==> config.mk <==
export PLATFORM = sky130hd
export DESIGN_NAME = hold_time_meter
export DESIGN_NICKNAME = d
export VERILOG_FILES = /design/src/rtl/hold_meter_pkg.sv /design/src/rtl/hold_time_meter_conditioner.sv /design/src/rtl/hold_time_meter.sv
export SDC_FILE = /design/constraint.sdc
export NUM_CORES = 1
export LEC_CHECK = 0
export BUFFER_PORTS_ARGS = -buffer_cell sky130_fd_sc_hd__buf_2
export CORE_MARGIN = 2
export CORE_UTILIZATION = 50
export CTS_BUF_LIST = sky130_fd_sc_hd__clkbuf_8
export DETAILED_ROUTE_END_ITERATION = 6
export GPL_TIMING_DRIVEN = 0
export PLACE_DENSITY = 0.69
export SETUP_SLACK_MARGIN = 0.3
export SLEW_MARGIN = 20
export SYNTH_ARGS = -nofsm -noshare
export SYNTH_HDL_FRONTEND = slang
export SYNTH_SLANG_ARGS = --single-unit
==> constraint.sdc <==
create_clock -name clk_Delay -period 4.9 [get_ports clk_Delay]
set_input_delay 0.735 -clock clk_Delay [delete_from_list [all_inputs] [get_ports clk_Delay]]
set_output_delay 0.735 -clock clk_Delay [all_outputs]
set_load 0.05 [all_outputs]
==> src/rtl/hold_meter_pkg.sv <==
// Shared state encoding, second-counter width and saturating increment for the hold-pulse meter.
// Pure types/constants package; no logic, no latency, no flow control.
package hold_meter_pkg;

  typedef enum logic [1:0] {
    IDLE,
    COUNT,
    REPORT
  } state_t;

  localparam int SEC_W = 8;
  localparam logic [SEC_W-1:0] SEC_MAX = 8'd255;

  function automatic logic [SEC_W-1:0] sat_inc(input logic [SEC_W-1:0] v, input logic inc);
    return (inc && (v != SEC_MAX)) ? v + SEC_W'(1) : v;
  endfunction

endpackage

==> src/rtl/hold_time_meter_conditioner.sv <==
// hold_in_conditioner: 2-flop sync, optional HOLD_METER_GLITCH_FILTER_EN filter, edge detect.
// Edge pulses 2 clocks after the sampled transition (+FILT_LEN when filtered); no backpressure.
module hold_in_conditioner import hold_meter_pkg::*; #(
  parameter int FILT_LEN = 4
) (
  input  logic clk_Delay,
  input  logic rst_n,
  input  logic hold_in,
  output logic rise,
  output logic fall
);

  logic sync1;
  logic sync2;
  logic s;
  logic s_d;

  if (FILT_LEN < 1) begin : g_bad_filt_len
    $error("FILT_LEN must be at least 1");
  end

  // Synchronizer flops only track the pin, so they are left out of reset.
  always_ff @(posedge clk_Delay) begin
    sync1 <= hold_in;
    sync2 <= sync1;
  end

`ifdef HOLD_METER_GLITCH_FILTER_EN
  localparam int CNT_W = $clog2(FILT_LEN + 1);
  logic [CNT_W-1:0] cnt;

  always_ff @(posedge clk_Delay) begin
    if (!rst_n) begin
      s   <= 1'b1;
      cnt <= '0;
    end else if (sync2 == s) begin
      cnt <= '0;
    end else if (cnt == CNT_W'(FILT_LEN - 1)) begin
      s   <= sync2;
      cnt <= '0;
    end else begin
      cnt <= cnt + CNT_W'(1);
    end
  end
`else
  assign s = sync2;
`endif

  // Resetting the history high means a level already high at reset release never yields a rise.
  always_ff @(posedge clk_Delay) begin
    if (!rst_n) s_d <= 1'b1;
    else        s_d <= s;
  end

  assign rise = s & ~s_d;
  assign fall = ~s & s_d;

endmodule

==> src/rtl/hold_time_meter.sv <==
// Measures HV hold pulse width in rounded seconds and checks it against the latched expected value.
// Result strobes 1 clock after fall is seen; no backpressure. Optional filter: HOLD_METER_GLITCH_FILTER_EN.
module hold_time_meter import hold_meter_pkg::*; #(
  parameter int TICKS_PER_SEC = 100000000,
  parameter int FILT_LEN      = 4
) (
  input  logic             clk_Delay,
  input  logic             rst_n,
  input  logic             hold_in,
  input  logic [SEC_W-1:0] expected,
  output logic [SEC_W-1:0] meas_sec,
  output logic             meas_valid,
  output logic             busy,
  output logic             mismatch,
  output logic             overflow
);

  localparam int TICK_W = $clog2(TICKS_PER_SEC);
  localparam logic [TICK_W-1:0] TICK_LAST = TICK_W'(TICKS_PER_SEC - 1);
  localparam logic [TICK_W-1:0] TICK_HALF = TICK_W'(TICKS_PER_SEC / 2);

  if ((TICKS_PER_SEC < 4) || ((TICKS_PER_SEC % 2) != 0)) begin : g_bad_ticks
    $error("TICKS_PER_SEC must be even and at least 4");
  end

  state_t state;
  state_t state_nx;
  logic rise;
  logic fall;
  logic start;
  logic wrap;
  logic [TICK_W-1:0] tick;
  logic [TICK_W-1:0] tick_nx;
  logic [SEC_W-1:0] sec;
  logic [SEC_W-1:0] sec_nx;
  logic [SEC_W-1:0] exp_q;
  logic [SEC_W-1:0] rounded;
  logic ovf_run;
  logic ovf_nx;

  hold_in_conditioner #(
    .FILT_LEN(FILT_LEN)
  ) u_cond (
    .clk_Delay(clk_Delay),
    .rst_n    (rst_n),
    .hold_in  (hold_in),
    .rise     (rise),
    .fall     (fall)
  );

  always_ff @(posedge clk_Delay) begin
    if (!rst_n) state <= IDLE;
    else        state <= state_nx;
  end

  always_comb begin
    state_nx = state;
    busy     = 1'b0;
    unique case (state)
      IDLE:    if (rise) state_nx = COUNT;
      COUNT: begin
        busy = 1'b1;
        if (fall) state_nx = REPORT;
      end
      REPORT:  state_nx = rise ? COUNT : IDLE;
      default: state_nx = IDLE;
    endcase
  end

  // Result is formed from the counter values after the final (fall-cycle) increment.
  always_comb begin
    start   = (state_nx == COUNT) && (state != COUNT);
    wrap    = (tick == TICK_LAST);
    tick_nx = wrap ? '0 : tick + TICK_W'(1);
    sec_nx  = sat_inc(sec, wrap);
    ovf_nx  = ovf_run | (wrap && (sec == SEC_MAX));
    rounded = sat_inc(sec_nx, tick_nx >= TICK_HALF);
  end

  always_ff @(posedge clk_Delay) begin
    if (!rst_n) begin
      tick       <= '0;
      sec        <= '0;
      exp_q      <= '0;
      ovf_run    <= 1'b0;
      meas_sec   <= '0;
      meas_valid <= 1'b0;
      mismatch   <= 1'b0;
      overflow   <= 1'b0;
    end else begin
      meas_valid <= 1'b0;
      if (start) begin
        tick     <= '0;
        sec      <= '0;
        exp_q    <= expected;
        ovf_run  <= 1'b0;
        overflow <= 1'b0;
      end else if (state == COUNT) begin
        tick    <= tick_nx;
        sec     <= sec_nx;
        ovf_run <= ovf_nx;
        if (fall) begin
          meas_sec   <= rounded;
          mismatch   <= (rounded != exp_q) | ovf_nx;
          overflow   <= ovf_nx;
          meas_valid <= 1'b1;
        end
      end
    end
  end

endmodule

==> results of run 1 <==
[synth_stat cells, drive strengths merged (4+ instances only)]
cell     n
dfxtp   60
nor2    56
nand2   47
a21oi   35
o21ai   29
buf     26
nand3   23
xnor2   21
nand4   18
nor3    17
and2    16
clkbuf  16
nor4    16
xor2    16
mux2i   10
nor2b   10
a31oi    9
a211oi   8
and4     8
inv      8
nor3b    8
or3      8
and3     6
or4      6
nand2b   5
a311oi   4
[metrics by stage]
stage               hold slack [ps]  power [mW]  util (%)  instance area, sq um  setup slack [ps]
global placement                313       0.559      54.5                  4480              1030
detailed placement              315       0.560      54.5                  4480               981
floorplan                       310       0.541         -                  4230              1660
CTS                             336        1.11      57.4                  4710               953
global route                    338        1.14      57.4                  4710               568
finish                          331        1.11      57.4                  4710               873
[layer usage]
metal	vias up	share of wire (%)	track usage (%)
li1	2007	-	-
met1	1993	47	35.6
met2	121	46	41.0
met3	27	4.3	5.01
met4	0	3.1	12.4
met5	-	0	0
[logic make-up (layout without fill, tap and decap cells)]
| kind of cell | after synthesis | after routing | share of synthesized area [%] |
|---|---|---|---|
| flops | 60 | 60 | 28.4 |
| simple gates | 258 | 258 | 36.3 |
| xor+xnor | 39 | 39 | 8.72 |
| compound gates | 111 | 111 | 16.5 |
| fa+ha+maj | 3 | 3 | 0.887 |
| buf+inv | 51 | 89 | 6.00 |
| mux | 13 | 13 | 3.25 |
[flip-flops by register name (all words and copies together) (netlist names)]
| signal | flops |
|---|---|
| tick | 27 |
| exp_q | 8 |
| meas_sec | 8 |
| sec | 8 |
| state | 2 |
| meas_valid | 1 |
| mismatch | 1 |
| overflow | 1 |
| ovf_run | 1 |
| u_cond.s | 1 |
| u_cond.s_d | 1 |
| u_cond.sync1 | 1 |
[report_power, final]
| part | switching, mW | internal (mW) | leakage (nW) |
|---|---|---|---|
| Combinational | 0.0351 | 0.0175 | 1.04 |
| Clock | 0.223 | 0.337 | 0.121 |
| Sequential | 0.00424 | 0.493 | 0.485 |
| Total | 0.263 | 0.847 | 1.65 |
[final timing paths]
| path | end | slack (ps) | cells past startpoint |
|---|---|---|---|
| setup / recovery | mismatch | 870 | 14 |
| hold reg to reg | u_cond.s | 330 | 0 |
| hold / removal | u_cond.s | 330 | 0 |
| setup reg to reg | mismatch | 870 | 14 |
[final cells by class]
type	count	share of cell area [%]
Timing Repair Buffer	22	2.34
Sequential cell	60	25.5
Buffer	42	4.67
Clock inverter	7	2.44
Tap cell	105	2.79
Inverter	9	0.717
Multi-Input combinational cell	424	58.9
Clock buffer	9	2.63
[worst reg2reg max path: cells and delay by family (launching register included)]
family          cells  cell delay [ps]
simple gates        6             2040
flops               1              470
mux                 2              430
fa+ha+maj           2              420
buf+inv             2              290
compound gates      2              260
==> results_dict.tcl, run 1 <==
set metrics [dict create \
    ir_worst_vdd_uv 117 \
    period_needed_ps 4030 \
    drc_errors 0 \
    status "finished clean" \
    grt_first_pass_wirelength_microns 19000 \
    fin_cells 678 \
    crit_buf_inv 2 \
    slew_violations 0 \
    grt_start_max_net_pins 12 \
    yosys_register_bits 60 \
    crit_family "simple AND/OR/NAND/NOR gates" \
    clk_path_buf_depth 2 \
    min_from "u_cond.sync1" \
    critPathRequiredTime_ps 5130 \
    totalWireLength_microns 11500 \
    start_util_pct 51.5 \
    grt_overflow 0 \
    maxSlewHeadroom_pct 44.3 \
    synth_cells 535 \
    leakage_nw 1.65 \
    core_sq_mm 0.00822 \
    yosysTopAreaCellShare_pct 28.4 \
    fmax_mhz 248 \
    yosys.area.top_type "dfxtp_1" \
    tightest_slew_ps 829 \
    rr_startpoint "sec[1]" \
    place_congestion 0.944 \
    hold_buffers 0 \
    finalCritPeriodShare_pct 82.2 \
    syn_area_sq_mm 0.00423 \
    multiInputGateArea_sq_mm 0.00278 \
    final_cell_mix "60 x dfxtp_1, 55 x nor2_1, 45 x nand2_1" \
    crit_chain "ha_1, buf_4, nand3_4, nor3_4, and4b_1, buf_6, mux2_2, ha_1, o21ai_2, nor4_2, mux2i_1, nand4b_1, nor4_1, a31oi_1" \
    slowest_delay_ps 670 \
    n_antenna_cell 0 \
    post_drt_wl_per_cell_microns 17.0 \
    cts-root-buf "clkbuf_8" \
    core.rowCount 33 \
    dieArea_sq_mm 0.00922 \
    startpoint "sec[1]" \
    setup_viol 0 \
    min_path_type "reg2reg" \
    worstSetupPathType "reg2reg" \
    cts.clk_slew.worst_paths_ps 80 \
    syn_nets 549 \
    dp_hpwl_microns 8320 \
    cts_buffers 9 \
    firstDrtPassIters 4 \
    hold_viol 0 \
    io_buffers 22 \
    viasPerCell 6.12 \
    layout_commonest_cell "dfxtp_1" \
    cts_tree "done" \
    critPathArrivalTime_ps 4260 \
    max-cap-violations 0 \
    synth_edf_count 0 \
    avgSynthCellArea_sq_um 7.91 \
    worstSetupEndpointType "register" \
    synth_area_leaders "dfxtp_1 28%, nor2_1 4.9%, xnor2_1 4.3%" \
    die_x_microns 96.0 \
    cts_setup_buffers 0 \
    setup-tns-final_ps 0 \
    dp_cells 662 \
    drive_gt1_share_pct 15.5 \
    ios 23 \
    synthFlopType "dfxtp_1" \
    antenna_found_initial 0 \
    htree_levels 3 \
    yosysUniqueCellTypes 77 \
    cts.sinks 60 \
    cpMostUsedCell "ha_1" \
    ys_seq_area_share_pct 28.4 \
    slowest_stage "nor4_2" \
    ys_warn_count 0 \
    worstPathMaxFanout 9 \
    drt_iter0_drc 269 \
    grt_pass1_vias 3849 \
    rsz0062_at_grt "no" \
    postRouteAntennaNets 0 \
    fin_worst_skew_ps 10.9 \
    clk_latency_ps 350 \
    ctsResizeCount 0 \
    syn_to_final_growth_pct 11.3 \
    fin_nets 582 \
    regArea_sq_mm 0.00120 \
    p_per_area_mw_per_mm2 235 \
    track_usage_pct 26.6 \
    die_h_microns 96.0 \
    nFillCells 774 \
    synthArstFlopShare_pct 0 \
    start_kind "register" \
    num_vias 4148 \
]
Power figures use the tool's default switching activity.
==> inputs of run 2 (changes only) <==
Settings changed: PLACE_DENSITY 0.69 to 0.72.
Clock period 4.9 ns to 3.3 ns, I/O delays scaled along.
==> run 2 against run 1 <==
  * Largest cell class unchanged
  * Fmax grew 26%
  * Clock power is 42% higher
  * Sequential share of layout area shrank 3.2 points
  * Critical path type unchanged
==> results_dict.tcl, run 2 (same netlist as run 1, synthesis figures left out) <==
set metrics [dict create \
    dp_cells 662 \
    fmax_mhz 314 \
    met1_length_microns 5630 \
    p_per_area_mw_per_mm2 295 \
    post-route-util_pct 66.7 \
    dp_hpwl_microns 8610 \
    io_buffers 22 \
    cts_buffers 9 \
    highest_layer "met4" \
    critPathArrivalTime_ps 3430 \
    min_path_type "in2reg" \
    drive_gt1_share_pct 30.1 \
    track_usage_pct 29.1 \
    period_needed_ps 3180 \
    cts.clk_slew.worst_paths_ps 80 \
    htree_levels 3 \
    fin_worst_skew_ps 15.8 \
    place_congestion 0.981 \
    worstSetupEndpointType "register" \
    totalWireLength_microns 13500 \
    worstPathMaxFanout 6 \
    dieArea_sq_mm 0.00922 \
    post_drt_wl_per_cell_microns 19.0 \
    grt_first_pass_wirelength_microns 20300 \
    largest_reg_flops 27 \
    clk_latency_ps 360 \
    slew_violations 0 \
    postRouteAntennaNets 0 \
    viasPerCell 6.17 \
    grt_overflow 0 \
    finalWorstSetupSlack_ps 116 \
    leakage_nw 1.99 \
    core.rowCount 33 \
    ir_worst_vdd_uv 201 \
    clk_path_buf_depth 2 \
    ios 23 \
    regMostFlops "tick" \
    cts_tree "done" \
    grt_pass1_vias 4005 \
    num_vias 4399 \
    syn_to_final_growth_pct 29.4 \
    setup_viol 0 \
    drc_errors 0 \
    die_x_microns 96.0 \
    maxSlewHeadroom_pct 52.5 \
    cts-root-buf "clkbuf_8" \
    grt_start_max_net_pins 11 \
    worstSetupPathType "reg2reg" \
    antenna_found_initial 0 \
    critPathRequiredTime_ps 3540 \
    hold_viol 0 \
    finalCritPeriodShare_pct 96.5 \
    fin_cells 713 \
    tightest_slew_ps 713 \
    core_sq_mm 0.00822 \
    wl_met3_microns 721 \
    nFillCells 665 \
    n_antenna_cell 0 \
    die_h_microns 96.0 \
    firstDrtPassIters 5 \
    met2WireLength_microns 6610 \
    status "finished clean" \
    start_kind "register" \
    hold_buffers 0 \
    drt_iter0_drc 307 \
    fin_nets 618 \
    layout_commonest_cell "nor2_1" \
    cts.sinks 60 \
    final_cell_mix "54 x nor2_1, 50 x dfxtp_1, 44 x nand2_1" \
    start_util_pct 51.5 \
    place_ws_ps -341 \
    max-cap-violations 0 \
    rsz0062_at_grt "yes" \
]
==> run 2: changes by cell type in the layout (fill, tap and decap cells not counted), sizes merged <==
cell / delta
bufinv: -1
clkbuf: +3
buf: +35
inv: -2
==> run 2: layout make-up <==
type	instances	area, sq um	area share [%]
Tap cell	105	131	2.40
Inverter	9	33.8	0.616
Buffer	42	273	4.98
Clock inverter	4	72.6	1.32
Clock buffer	11	151	2.76
Sequential cell	60	1220	22.2
Multi-Input combinational cell	424	3210	58.6
Timing Repair Buffer	58	388	7.08
==> run 2: per-layer routing <==
metal	vias to the layer above	global-route usage (%)
met5	-	0
met4	0	12.6
met3	40	4.93
met2	152	48.6
met1	2126	36.9
li1	2081	-
==> run 2: metrics by stage <==
| step | cell area (sq um) | hold WS [ps] | TNS, ps | power [mW] |
|---|---|---|---|---|
| after detailed placement | 4500 | 333 | -1660 | 0.832 |
| final | 5480 | 235 | 0 | 1.62 |
| after global routing | 5480 | 233 | -2.78 | 1.65 |
| after global placement | 4500 | 311 | -1160 | 0.831 |
| after floorplan | 4250 | 310 | 0 | 0.803 |
| after CTS | 5210 | 239 | 0 | 1.61 |
==> run 2: repair_timing <==
action | in CTS | in global routing
pin swaps | 20 | 15
gates resized for setup | 70 | 43
gates cloned | 0 | 0
setup buffers | 23 | 13
endpoints found under the setup margin | 9 | 9
==> run 2: report_power, final <==
part	internal [mW]	switching, mW
logic	0.0289	0.0558
clock network	0.462	0.336
registers	0.730	0.00604
==> run 2: critical path, cell delays in order (launching register included) <==
cell and delay, ps:
dfxtp_1 310, buf_6 110, buf_4 140, and4bb_1 310, nand4_1 130, buf_6 170, or4_4 430, mux2_4 240
nand2_2 70, nor4_4 380, mux2i_1 120, nand4b_1 240, nor4_2 290, a31oi_1 130
==> run 2: final timing paths <==
kind,startpoint,end,slack (ps),cells past startpoint
worst max-delay path,tick[17],mismatch,120,13
worst max register to register,tick[17],mismatch,120,13
worst min register to register,u_cond.sync1,u_cond.s,350,0
worst min-delay path,hold_in,u_cond.sync1,230,1
